**config.mk**
```make
export PLATFORM = sky130hd
export DESIGN_NAME = stm32_iq_scheduler
export DESIGN_NICKNAME = d
export VERILOG_FILES = /design/src/rtl/stm32_iq_scheduler.sv
export SDC_FILE = /design/constraint.sdc
export NUM_CORES = 1
export LEC_CHECK = 0
export ABC_CLOCK_PERIOD_IN_PS = 8100
export CORE_ASPECT_RATIO = 2
export CORE_MARGIN = 2
export CORE_UTILIZATION = 45
export DETAILED_ROUTE_END_ITERATION = 6
export PLACE_DENSITY = 0.66
export SLEW_MARGIN = 20
export SYNTH_ARGS = -nofsm -noshare
export SYNTH_HDL_FRONTEND = slang
export SYNTH_SLANG_ARGS = --single-unit
```
**constraint.sdc**
```tcl
create_clock -name clk_in -period 8.1 [get_ports clk_in]
set_clock_uncertainty 0.15 [all_clocks]
set_input_delay 0.81 -clock clk_in [delete_from_list [all_inputs] [get_ports clk_in]]
set_output_delay 0.81 -clock clk_in [all_outputs]
set_load 0.02 [all_outputs]
```
**src/rtl/stm32_iq_scheduler.sv**
```systemverilog
// stm32_iq_scheduler: buffers DDC {Q,I} samples and serves them to the STM32 over a 4-bit nibble bus.
// Latency: opcode taken on the DATA_SYNC cycle; first IQ nibble or status nibble on DATA_OUT the next cycle.
// Backpressure: none toward the DDC; a sample arriving on a full FIFO is dropped and flagged in overflow.
// Build option: define STM32_IQ_PARITY_EN to append an XOR check nibble as the 9th nibble of each IQ burst.
module stm32_iq_scheduler #(
    parameter int FIFO_AW = 4,
    parameter int IQ_W    = 16
) (
    input  logic               clk_in,
    input  logic               reset_n,
    input  logic               iq_valid,
    input  logic [IQ_W-1:0]    I,
    input  logic [IQ_W-1:0]    Q,
    input  logic               ADC_OTR,
    input  logic               DATA_SYNC,
    input  logic [3:0]         DATA_IN,
    output logic [3:0]         DATA_OUT,
    output logic [FIFO_AW:0]   fifo_level,
    output logic               overflow,
    output logic               busy
);

    localparam logic [3:0] OP_SEND_IQ     = 4'd4;
    localparam logic [3:0] OP_SEND_STATUS = 4'd2;
    localparam logic [3:0] OP_FLUSH       = 4'd5;

    localparam int                 DEPTH      = 1 << FIFO_AW;
    localparam int                 EW         = 2 * IQ_W;
    localparam logic [FIFO_AW:0]   FULL_LEVEL = {1'b1, {FIFO_AW{1'b0}}};
    localparam logic [FIFO_AW:0]   LVL_ONE    = (FIFO_AW+1)'(1);
    localparam logic [FIFO_AW-1:0] PTR_ONE    = FIFO_AW'(1);

    // S_IQ covers the eight data nibbles (nib_idx 0..7); S_PAR is the optional check nibble.
    typedef enum logic [1:0] {
        S_IDLE,
        S_IQ,
        S_PAR,
        S_STAT
    } state_t;

    state_t           state;
    state_t           state_next;
    logic [2:0]       nib_idx;
    logic [2:0]       nib_idx_next;
    logic [2:0]       nib_idx_inc;
    logic [3:0]       dout_next;

    // Sample being shifted out; loaded from the FIFO head on the SEND_IQ sync cycle.
    logic [EW-1:0]    hold;

    logic [EW-1:0]    mem [DEPTH];
    logic [FIFO_AW-1:0] rd_ptr;
    logic [FIFO_AW-1:0] wr_ptr;
    logic [FIFO_AW:0]   level;
    logic [EW-1:0]      head;

    logic             underrun;
    logic             otr_l;

    logic             cmd_iq;
    logic             cmd_status;
    logic             cmd_flush;
    logic             fifo_empty;
    logic             fifo_full;
    logic             do_pop;
    logic             do_push;
    logic             ovf_set;

    assign cmd_iq      = DATA_SYNC && (DATA_IN == OP_SEND_IQ);
    assign cmd_status  = DATA_SYNC && (DATA_IN == OP_SEND_STATUS);
    assign cmd_flush   = DATA_SYNC && (DATA_IN == OP_FLUSH);

    assign fifo_empty  = (level == '0);
    assign fifo_full   = (level == FULL_LEVEL);
    assign head        = mem[rd_ptr];

    // A pop frees the head slot in the same edge, so a push is still accepted when full.
    assign do_pop      = cmd_iq && !fifo_empty;
    assign do_push     = iq_valid && !cmd_flush && (!fifo_full || do_pop);
    assign ovf_set     = iq_valid && !cmd_flush && fifo_full && !do_pop;

    assign nib_idx_inc = nib_idx + 3'd1;

    assign fifo_level  = level;
    assign busy        = (state == S_IQ) || (state == S_PAR);

`ifdef STM32_IQ_PARITY_EN
    logic [3:0] iq_parity;

    // XOR of all eight nibbles of the held sample.
    always_comb begin
        iq_parity = 4'h0;
        for (int k = 0; k < 8; k++) begin
            iq_parity = iq_parity ^ hold[k*4 +: 4];
        end
    end
`endif

    // FSM state register.
    always_ff @(posedge clk_in or negedge reset_n) begin
        if (!reset_n) begin
            state   <= S_IDLE;
            nib_idx <= 3'd0;
        end else begin
            state   <= state_next;
            nib_idx <= nib_idx_next;
        end
    end

    // Next state and next DATA_OUT nibble; a DATA_SYNC command preempts any burst in flight.
    always_comb begin
        state_next   = state;
        nib_idx_next = nib_idx;
        dout_next    = DATA_OUT;
        if (DATA_SYNC) begin
            nib_idx_next = 3'd0;
            case (DATA_IN)
                OP_SEND_IQ: begin
                    state_next = S_IQ;
                    dout_next  = fifo_empty ? 4'h0 : head[EW-1 -: 4];
                end
                OP_SEND_STATUS: begin
                    state_next = S_STAT;
                    dout_next  = {overflow, underrun, fifo_full, otr_l};
                end
                default: begin
                    state_next = S_IDLE;
                end
            endcase
        end else begin
            case (state)
                S_IQ: begin
                    if (nib_idx == 3'd7) begin
`ifdef STM32_IQ_PARITY_EN
                        state_next = S_PAR;
                        dout_next  = iq_parity;
`else
                        state_next = S_IDLE;
`endif
                    end else begin
                        nib_idx_next = nib_idx_inc;
                        // Nibble n sits at bits [31-4n -: 4]; for 3-bit n, 7-n == ~n.
                        dout_next    = hold[{~nib_idx_inc, 2'b00} +: 4];
                    end
                end
                default: begin
                    state_next = S_IDLE;
                end
            endcase
        end
    end

    // FIFO storage; no reset needed, validity is tracked by the pointers and level.
    always_ff @(posedge clk_in) begin
        if (do_push) begin
            mem[wr_ptr] <= {Q, I};
        end
    end

    // Output nibble, held sample, sticky flags (set beats clear) and FIFO bookkeeping.
    always_ff @(posedge clk_in or negedge reset_n) begin
        if (!reset_n) begin
            DATA_OUT <= 4'h0;
            hold     <= '0;
            overflow <= 1'b0;
            underrun <= 1'b0;
            otr_l    <= 1'b0;
            rd_ptr   <= '0;
            wr_ptr   <= '0;
            level    <= '0;
        end else begin
            DATA_OUT <= dout_next;
            if (cmd_iq) begin
                hold <= fifo_empty ? '0 : head;
            end
            overflow <= ovf_set | (overflow & ~cmd_status);
            underrun <= (cmd_iq & fifo_empty) | (underrun & ~cmd_status);
            otr_l    <= ADC_OTR | (otr_l & ~cmd_status);
            if (cmd_flush) begin
                rd_ptr <= '0;
                wr_ptr <= '0;
                level  <= '0;
            end else begin
                if (do_pop) begin
                    rd_ptr <= rd_ptr + PTR_ONE;
                end
                if (do_push) begin
                    wr_ptr <= wr_ptr + PTR_ONE;
                end
                case ({do_push, do_pop})
                    2'b10:   level <= level + LVL_ONE;
                    2'b01:   level <= level - LVL_ONE;
                    default: level <= level;
                endcase
            end
        end
    end

endmodule
```
Yosys cells after proc, flatten, opt, wreduce, memory -nomap -nowiden:

Memory sizes are Yosys's and may differ from the RTL's.
Cells that the tools add are included.

* add/subtract/negate cells: 5
* equal/unequal tests: 12
* shift-type cells: 1
* multiplexer cells: 21
* bitwise gates (word level): 9
* reductions and logical operators: 21

Operators by type and width (number)
* two-way mux 32 bit: 1
* two-way mux 4 bit: 8
* indexed part select 32 x 6 -> 4 bit: 1
* one-hot mux 5 bit (2 select lines): 1
* two-way mux 3 bit: 3
* adder 4 x 1 -> 4 bit (second input constant): 2
* == test 4 x 3 -> 1 bit (second input constant): 2
* logical AND 1 bit: 8
* one-hot mux 4 bit (2 select lines): 1
* two-way mux 2 bit: 3
* nonzero test 2 bit: 3
* adder 5 x 1 -> 5 bit (second input constant): 1
* == test 5 bit (second input constant): 1
* zero test 5 bit: 1
* two-way mux 5 bit: 1
* subtractor 5 x 1 -> 5 bit (second input constant): 1
* AND 1 bit: 4
* == test 2 x 1 -> 1 bit (second input constant): 2
* == test 2 bit (second input constant): 2
* == test 4 x 2 -> 1 bit (second input constant): 1
* zero test 1 bit: 4
* one-hot mux 2 bit (2 select lines): 1
* adder 3 x 1 -> 3 bit (second input constant): 1
* == test 3 bit (second input constant): 1
* other kinds (11): 15

* bits in registers: 57
* bits in writable memories: 512
* output and inout port bits: 11
* word-level logic and storage cells: 80
* memories kept: 1

Memory list
* mem: depth 16, width 32, read ports 1, clocked after Yosys merged registers in 0, wr ports 1, RTL line 51 `logic [EW-1:0] mem [DEPTH];`

Depth between registers and ports, before layout:

Gate-level depths: netlist (run 1).

* depth after elaboration: 8
* depth in mapped cells: 12
* mapped depth without buffers: 11

Worst setup path before layout (run 1):

Ideal clock, no wire load.

* path type: input -> register
* start: input port DATA_IN[3]
* end: memory mem[0][0] in the netlist's numbering, enable pin
* arrival: 4617 ps
* data required time: 7448 ps
* path slack: 2831 ps
* cell stages on the path: 4
* buffers on the path: 0
* path through: nand4bb_1 -> nor2_1 -> o211ai_1 -> nor4_1

* cells in the longest elaborated chain, start to end: 7
* elaborated cells on any way between the ends: 11

RTL lines
* start: declaration: RTL line 16 `input logic [3:0] DATA_IN,`
* == test 4 x 3 -> 1 bit, on equally long branches: RTL line 71, 69
* logical AND 1 bit, on equally long branches: RTL line 71, 69
* zero test 1 bit / logical AND 1 bit (equally long branches): RTL line 79, 78
* logical AND 1 bit / logical OR 1 bit (equally long branches): RTL line 79 `assign do_push = iq_valid && !cmd_flush && (!fifo_full || do_pop);`
* logical AND 1 bit *: RTL line 79
* two-way mux 1 bit *: RTL line 155 `if (do_push) begin`
* two-way mux 1 bit (implied by the code) *: RTL line 156 `mem[wr_ptr] <= {Q, I};`
* end: declaration: RTL line 51

Mark *: on every way between the ends. The rest lies on a longest branch, timed or not.

Worst setup path in the final report (run 1):

* start: register rd_ptr[0]
* end: register DATA_OUT[2]

* cells in the longest elaborated chain, start to end: 4

RTL lines
* start: declaration: RTL line 52 `logic [FIFO_AW-1:0] rd_ptr;`
* start signal: assignment: RTL line 185 `rd_ptr <= rd_ptr + PTR_ONE;`
* memory read (16 x 32 bit)
* two-way mux 4 bit: RTL line 120 `dout_next = fifo_empty ? 4'h0 : head[EW-1 -: 4];`
* one-hot mux 4 bit (2 select lines): RTL line 117 `case (DATA_IN)`
* two-way mux 4 bit: RTL line 115 `if (DATA_SYNC) begin`
* end signal: assignment: RTL line 172 `DATA_OUT <= dout_next;`
* end: declaration: RTL line 17 `output logic [3:0] DATA_OUT,`

No other way between the ends.
A chain may end at the register's enable or synchronous reset.

==> results of run 1 <==
-- metal layers --
metal	vias up	wire [µm]	part of all wire, %	track usage, %
met4	0	947	2.1	4.72
li1	4292	-	-	-
met2	265	23000	52	30.2
met1	5380	18300	41	24.1
met3	60	1920	4.3	2.13
met5	-	0	0	0
-- cells in the mapped netlist (all sizes together) (6+ instances only) --
library cell / number
nor2: 31
xor2: 6
a21oi: 12
clkbuf: 23
a22o: 32
and2: 7
mux2i: 11
nand2: 14
dfrtp: 57
ha: 10
inv: 9
buf: 31
edfxtp: 512
mux4: 165
-- layout make-up --
class / instances / area [µm²] / area share [%]
clock buffers: 67 / 1390 / 5.51
clock inverters: 22 / 211 / 0.840
inverters: 9 / 33.8 / 0.134
multi-input cells: 348 / 5110 / 20.3
flip-flops and latches: 569 / 16800 / 66.8
well taps: 643 / 805 / 3.20
repair buffers: 80 / 816 / 3.24
-- power by group through the flow --
stage / clock (mW) / combinational [mW] / sequential, mW
final: 2.33 / 1.62 / 3.78
after floorplan: 0 / 1.29 / 3.71
after CTS: 2.37 / 1.65 / 3.78
after detailed placement: 0 / 1.64 / 3.84
after global placement: 0 / 1.61 / 3.82
after global routing: 2.48 / 1.75 / 3.81
-- cells by family after synthesis --
family / share of synthesized area [%]
flops: 75.8
mux: 17.3
simple gates: 1.88
compound gates: 2.55
buf+inv: 1.52
fa+ha+maj: 0.565
xor+xnor: 0.356
-- registers in the layout, summed over array words and instances, names as in the netlist --
name and flops:
mem 512, underrun 1, nib_idx 3, overflow 1
wr_ptr 4, rd_ptr 4, otr_l 1, hold 32
state 2, fifo_level 5, DATA_OUT 4
-- worst paths after layout --
kind,start,end,slack [ps],cells after the start
max reg2reg,rd_ptr[0],DATA_OUT[2],4400,6
min reg2reg,hold[15],hold[15],360,1
max in group asynchronous,reset_n,rd_ptr[1],6880,2
max,rd_ptr[0],DATA_OUT[2],4400,6
min in group clk_in,hold[15],hold[15],360,1
min,reset_n,hold[11],280,2
-- critical path: stages, from the launching register on --
cell      delay, ps
dfrtp_4        1030
buf_4           900
mux4_2          590
mux2i_1         180
a21oi_1         140
a221oi_1        340
a21oi_1         110
-- stage by stage --
stage	hold WS [ps]	utilization [%]
after floorplan	300	-
after global placement	339	47.9
after detailed placement	340	47.9
after CTS	285	51.2
after global routing	327	51.4
final	280	51.4
-- layout by cell type (no fill, tap or decap), drive strengths merged, types with 2 or more instances in the layout --
cell,count
nor3,5
a21o,2
ha,10
clkinv,17
nor4,5
or2,2
nand2,14
or3,2
a21oi,12
o211ai,2
a221oi,3
nor3b,2
mux4,165
xor2,6
and2,7
nand3,2
clkbuf,67
o21ai,5
a22o,32
xnor2,3
nor2b,3
nand2b,2
dfrtp,57
clkdlybuf4s50,50
a211oi,5
bufinv,4
nand4,2
mux2i,11
inv,10
edfxtp,512
nor2,31
buf,30
o31ai,2
==> impl_metrics.xml, run 1 <==
<?xml version="1.0" encoding="UTF-8"?>
<metrics>
  <group name="die">
    <metric name="starting_density_of_the_core" unit="%">45.3</metric>
    <metric name="fp.dieH" unit="µm">318</metric>
    <metric name="floorplan.core_area" unit="µm²">48900</metric>
    <metric name="placement_rows" unit="">115</metric>
    <metric name="design.die.area" unit="µm²">51100</metric>
    <metric name="boundaryPins" unit="">52</metric>
    <metric name="die-width" unit="µm">161</metric>
  </group>
  <group name="pwr">
    <metric name="total_switching_power" unit="mW">2.00</metric>
    <metric name="p_int" unit="mW">5.72</metric>
    <metric name="sw_frac_of_total" unit="%">26.0</metric>
    <metric name="share_comb_of_total_power" unit="%">21.0</metric>
    <metric name="power_frac_clock" unit="%">30.1</metric>
    <metric name="seqPwrFrac" unit="%">48.9</metric>
    <metric name="power.ir.vdd_worst" unit="µV">224</metric>
    <metric name="total_power" unit="mW">7.72</metric>
    <metric name="power.static_leakage" unit="nW">7.95</metric>
    <metric name="cellPowerDensity" unit="nW/µm²">307</metric>
  </group>
  <group name="sta">
    <metric name="final.min_clock_period" unit="ps">3700</metric>
    <metric name="max_slew_margin" unit="%">26.2</metric>
    <metric name="totalNegativeSetupSlack" unit="ps">0</metric>
    <metric name="slew_viol_final" unit="">0</metric>
    <metric name="final_setup_violating_endpoints" unit="">0</metric>
    <metric name="max_slew.worst_pin.slew" unit="ps">1110</metric>
    <metric name="grt_setup_unrepaired" unit="">false</metric>
    <metric name="post-route-worst-setup-slack" unit="ps">4400</metric>
    <metric name="timing.fmax" unit="MHz">270</metric>
    <metric name="final.period_utilization" unit="%">45.7</metric>
    <metric name="timing_hold_violations_final" unit="">0</metric>
  </group>
  <group name="synth">
    <metric name="post_synth_inst_count" unit="">980</metric>
    <metric name="mappedNetlistNets" unit="">1031</metric>
    <metric name="synthesis.yosys.warnings" unit="">0</metric>
    <metric name="synth.lib_cells_used.distinct" unit="">49</metric>
    <metric name="synth_top_area_cell" unit="">edfxtp_1</metric>
    <metric name="synth-edff-count" unit="">512</metric>
    <metric name="synth-seq-area-share" unit="%">75.8</metric>
    <metric name="ys_dominant_reg_cell" unit="">edfxtp_1</metric>
    <metric name="netlist.area_leader.share" unit="%">69.4</metric>
    <metric name="ys_top_cells_by_area" unit="">edfxtp_1 69%, mux4_2 17%, dfrtp_1 6.4%</metric>
    <metric name="syn-mean-instance-area" unit="µm²">22.6</metric>
    <metric name="syn_area" unit="µm²">22200</metric>
    <metric name="yosys_register_bits" unit="">569</metric>
    <metric name="synth_async_sr_flop_share" unit="%">10.0</metric>
  </group>
  <group name="status">
    <metric name="run_status" unit="">finished clean</metric>
  </group>
  <group name="critical_path">
    <metric name="worst_ep_required_time" unit="ps">8350</metric>
    <metric name="worst-path-max-fanout" unit="">50</metric>
    <metric name="ws_path_type" unit="">reg2reg</metric>
    <metric name="crit_path_start_kind" unit="">flip-flop</metric>
    <metric name="worst_setup_end_kind" unit="">flip-flop</metric>
    <metric name="worstPathArrival" unit="ps">3950</metric>
  </group>
  <group name="job">
    <metric name="drv.max_cap_violation_count" unit="">0</metric>
  </group>
  <group name="finish">
    <metric name="final_cells" unit="">1738</metric>
    <metric name="stdcell_area" unit="µm²">25200</metric>
    <metric name="n_fill_cell" unit="">3796</metric>
    <metric name="area_growth" unit="%">13.6</metric>
    <metric name="layout-drive-gt1-share" unit="%">27.1</metric>
    <metric name="num-nets-final" unit="">1108</metric>
    <metric name="antenna-diode-count" unit="">0</metric>
  </group>
  <group name="route">
    <metric name="first_drt_iteration_drcs" unit="">867</metric>
    <metric name="drcViolationCount" unit="">0</metric>
    <metric name="firstDrtPassIters" unit="">5</metric>
    <metric name="drtAntennaViolNets" unit="">0</metric>
    <metric name="routed_wirelength" unit="µm">44100</metric>
    <metric name="routedWlPerCell" unit="µm">25.4</metric>
    <metric name="viasPerCell" unit="">5.75</metric>
    <metric name="detailroute.via_count" unit="">9997</metric>
  </group>
  <group name="clocking">
    <metric name="tritoncts_clock_tree" unit="">built</metric>
    <metric name="cts.path.max_buffers" unit="">3</metric>
    <metric name="postCtsSetupRepairBufs" unit="">0</metric>
    <metric name="cts_inserted_buffers" unit="">49</metric>
    <metric name="htreeDepth" unit="">2</metric>
    <metric name="clock_latency" unit="ps">560</metric>
    <metric name="cts_hold_repair.buffers" unit="">0</metric>
    <metric name="cts_sinks" unit="">569</metric>
    <metric name="post_cts.resized_instances" unit="">0</metric>
    <metric name="root_buffer" unit="">clkbuf_16</metric>
    <metric name="clkTransAtPathRegs" unit="ps">70</metric>
  </group>
  <group name="global_route">
    <metric name="grt.overflow.total" unit="">0</metric>
    <metric name="grt_pass1_wl" unit="µm">67800</metric>
    <metric name="largest_net_degree_at_the_start_of_global_routing" unit="">61</metric>
    <metric name="number_of_global_route_vias_before_repair" unit="">10700</metric>
    <metric name="number_of_antenna_violations_at_the_first_check_in_global_routing" unit="">0</metric>
    <metric name="gr-usage-all-layers" unit="%">17.6</metric>
  </group>
  <group name="placement">
    <metric name="dp_slack" unit="ps">3590</metric>
    <metric name="dp_hpwl" unit="µm">25300</metric>
    <metric name="io_buffers" unit="">51</metric>
    <metric name="gp_congestion" unit="">0.760</metric>
    <metric name="place_area" unit="µm²">23400</metric>
    <metric name="dpl.cell_count" unit="">1644</metric>
  </group>
  <group name="hold_path">
    <metric name="min-delay-path-class" unit="">in2async</metric>
  </group>
</metrics>
No activity file was read; power rests on OpenSTA's default activity.
==> run 2, diff against run 1 <==
--- a/config.mk
+++ b/config.mk
@@ -5,7 +5,7 @@
 export SDC_FILE = /design/constraint.sdc
 export NUM_CORES = 1
 export LEC_CHECK = 0
-export ABC_CLOCK_PERIOD_IN_PS = 8100
+export ABC_CLOCK_PERIOD_IN_PS = 3500
 export CORE_ASPECT_RATIO = 2
 export CORE_MARGIN = 2
 export CORE_UTILIZATION = 45
==> constraint.sdc (replaced) <==
create_clock -name clk_in -period 3.5 [get_ports clk_in]
set_clock_uncertainty 0.15 [all_clocks]
set_input_delay 0.35 -clock clk_in [delete_from_list [all_inputs] [get_ports clk_in]]
set_output_delay 0.35 -clock clk_in [all_outputs]
set_load 0.02 [all_outputs]
==> impl_metrics.xml, run 2 (synthesized netlist as in run 1, its figures left out) <==
<?xml version="1.0" encoding="UTF-8"?>
<metrics>
  <group name="clocking">
    <metric name="clkTransAtPathRegs" unit="ps">70</metric>
    <metric name="cts.path.max_buffers" unit="">3</metric>
    <metric name="cts_inserted_buffers" unit="">50</metric>
    <metric name="postCtsSetupRepairBufs" unit="">0</metric>
    <metric name="htreeDepth" unit="">2</metric>
    <metric name="root_buffer" unit="">clkbuf_16</metric>
    <metric name="cts_sinks" unit="">569</metric>
    <metric name="clock_latency" unit="ps">580</metric>
    <metric name="tritoncts_clock_tree" unit="">built</metric>
  </group>
  <group name="pwr">
    <metric name="power.static_leakage" unit="nW">8.11</metric>
    <metric name="power.ir.vdd_worst" unit="µV">519</metric>
    <metric name="cellPowerDensity" unit="nW/µm²">719</metric>
  </group>
  <group name="die">
    <metric name="design.die.area" unit="µm²">51100</metric>
    <metric name="fp.dieH" unit="µm">318</metric>
    <metric name="boundaryPins" unit="">52</metric>
    <metric name="floorplan.core_area" unit="µm²">48900</metric>
    <metric name="starting_density_of_the_core" unit="%">45.3</metric>
    <metric name="die-width" unit="µm">161</metric>
    <metric name="placement_rows" unit="">115</metric>
  </group>
  <group name="placement">
    <metric name="gp_congestion" unit="">0.790</metric>
    <metric name="io_buffers" unit="">51</metric>
    <metric name="dp_hpwl" unit="µm">27500</metric>
  </group>
  <group name="critical_path">
    <metric name="worst_path_max_delay_cell" unit="">dfrtp_1</metric>
    <metric name="worst_setup_end_kind" unit="">flip-flop</metric>
    <metric name="crit_path_frequent_cell" unit="">nor2_1</metric>
    <metric name="crit_path_start_kind" unit="">flip-flop</metric>
    <metric name="worst_ep_required_time" unit="ps">3860</metric>
    <metric name="worstPathArrival" unit="ps">3230</metric>
    <metric name="worst_path_cell_chain" unit="">nor4_4 -&gt; buf_4 -&gt; a211oi_4 -&gt; xor2_1 -&gt; ha_1 -&gt; nor2_1 -&gt; nor3_1 -&gt; a21oi_1 -&gt; o21bai_2 -&gt; mux2_1 -&gt; o32a_1 -&gt; nor2_1</metric>
    <metric name="worst-path-max-fanout" unit="">9</metric>
    <metric name="ws_path_type" unit="">reg2reg</metric>
    <metric name="slowest_cell_delay_on_critical_path" unit="ps">520</metric>
  </group>
  <group name="global_route">
    <metric name="number_of_global_route_vias_before_repair" unit="">11000</metric>
    <metric name="grt_pass1_wl" unit="µm">70900</metric>
    <metric name="gr-usage-all-layers" unit="%">18.7</metric>
    <metric name="largest_net_degree_at_the_start_of_global_routing" unit="">48</metric>
    <metric name="grt.overflow.total" unit="">0</metric>
    <metric name="number_of_antenna_violations_at_the_first_check_in_global_routing" unit="">0</metric>
  </group>
  <group name="sta">
    <metric name="grt_setup_unrepaired" unit="">false</metric>
    <metric name="slew_viol_final" unit="">0</metric>
    <metric name="final.min_clock_period" unit="ps">2870</metric>
    <metric name="final.period_utilization" unit="%">81.9</metric>
    <metric name="timing.fmax" unit="MHz">349</metric>
    <metric name="max_slew.worst_pin.slew" unit="ps">705</metric>
    <metric name="timing_hold_violations_final" unit="">0</metric>
    <metric name="final_setup_violating_endpoints" unit="">0</metric>
    <metric name="max_slew_margin" unit="%">53.0</metric>
    <metric name="totalNegativeSetupSlack" unit="ps">0</metric>
  </group>
  <group name="finish">
    <metric name="final_util" unit="%">52.3</metric>
    <metric name="largest_register" unit="">mem</metric>
    <metric name="num-nets-final" unit="">1131</metric>
    <metric name="layout.cells.most_common" unit="">edfxtp_1</metric>
    <metric name="antenna-diode-count" unit="">0</metric>
    <metric name="final_cell_mix" unit="">512 x edfxtp_1, 165 x mux4_2, 53 x dfrtp_1</metric>
    <metric name="layout-drive-gt1-share" unit="%">29.1</metric>
    <metric name="largest_reg_flops" unit="">512</metric>
    <metric name="area_growth" unit="%">15.4</metric>
    <metric name="n_fill_cell" unit="">3795</metric>
  </group>
  <group name="route">
    <metric name="drcViolationCount" unit="">0</metric>
    <metric name="first_drt_iteration_drcs" unit="">967</metric>
    <metric name="routedWlPerCell" unit="µm">26.3</metric>
    <metric name="viasPerCell" unit="">5.85</metric>
    <metric name="detailroute.via_count" unit="">10300</metric>
    <metric name="routed_wirelength" unit="µm">46500</metric>
    <metric name="drtAntennaViolNets" unit="">0</metric>
    <metric name="firstDrtPassIters" unit="">7</metric>
  </group>
  <group name="hold_path">
    <metric name="min-delay-path-class" unit="">in2async</metric>
  </group>
  <group name="job">
    <metric name="drv.max_cap_violation_count" unit="">0</metric>
  </group>
  <group name="status">
    <metric name="run_status" unit="">finished clean</metric>
  </group>
</metrics>
-- run 2: changes by cell type in the layout (fill, tap and decap cells not counted), moves of 2 or more --
cell / previous run / this run
buf_16: 4 / 0
buf_12: 1 / 17
nor3_4: 0 / 4
clkinvlp_4: 0 / 7
buf_4: 24 / 33
nor3_2: 4 / 0
inv_6: 1 / 3
clkbuf_1: 11 / 7
clkbuf_8: 5 / 1
bufinv_16: 4 / 7
-- run 2: path summary, 6_finish.rpt --
kind / from / to / slack (ps) / cells past startpoint
setup / recovery: fifo_level[0] / fifo_level[4] / 630 / 12
hold / removal: reset_n / hold[10] / 140 / 2
setup reg to reg: fifo_level[0] / fifo_level[4] / 630 / 12
hold reg to reg: hold[3] / hold[3] / 350 / 1
max in group asynchronous: reset_n / rd_ptr[1] / 2320 / 3
min in group clk_in: ADC_OTR / otr_l / 210 / 2
-- run 2: metal layers --
layer,vias up,global-route usage (%),wire length [µm]
met3,76,2.56,2530
met4,0,5.24,1160
met2,321,32.1,24400
met1,5583,25.1,18300
li1,4335,-,-
met5,-,0,0
-- run 2: stage by stage --
stage          setup WS, ps  hold WS (ps)  power, mW  std cells  instance area (µm²)
2_1_floorplan         -1310         -95.6       11.6        980                22200
3_3_place_gp            245           199       12.9       1670                23900
3_5_place_dp            197           218       13.0       1670                23900
4_1_cts                 671           129       18.6       1764                25600
5_1_grt                 525           170       19.1       1764                25600
6_report                633           140       18.4       1764                25600
-- run 2: repair_timing --
| item | in CTS | in global routing |
|---|---|---|
| gates resized for setup | 0 | 0 |
| endpoints found under the hold margin | 20 | 0 |
| hold buffers | 1 | 0 |
-- run 2: cell type report --
type	count	area, µm²	area share [%]
flip-flops and latches	569	16800	65.7
repair buffers	102	1100	4.32
multi-input cells	348	5140	20.1
well taps	643	805	3.15
inverters	9	33.8	0.132
clock buffers	58	1290	5.05
clock inverters	35	387	1.51
-- run 2: worst max-delay path, delay by kind of cell (launching register included) --
family	cells	cell delay (ps)
compound gates	4	760
flops	1	520
simple gates	4	380
mux	1	340
fa+ha+maj	1	240
xor+xnor	1	220
buf+inv	1	180
-- run 2: power by group --
group          internal [mW]  leakage (nW)  total [mW]  switching [mW]
Combinational           2.16          1.97        4.14            1.98
Clock                   3.18         0.805        5.62            2.43
Sequential              8.16          5.34        8.62           0.459
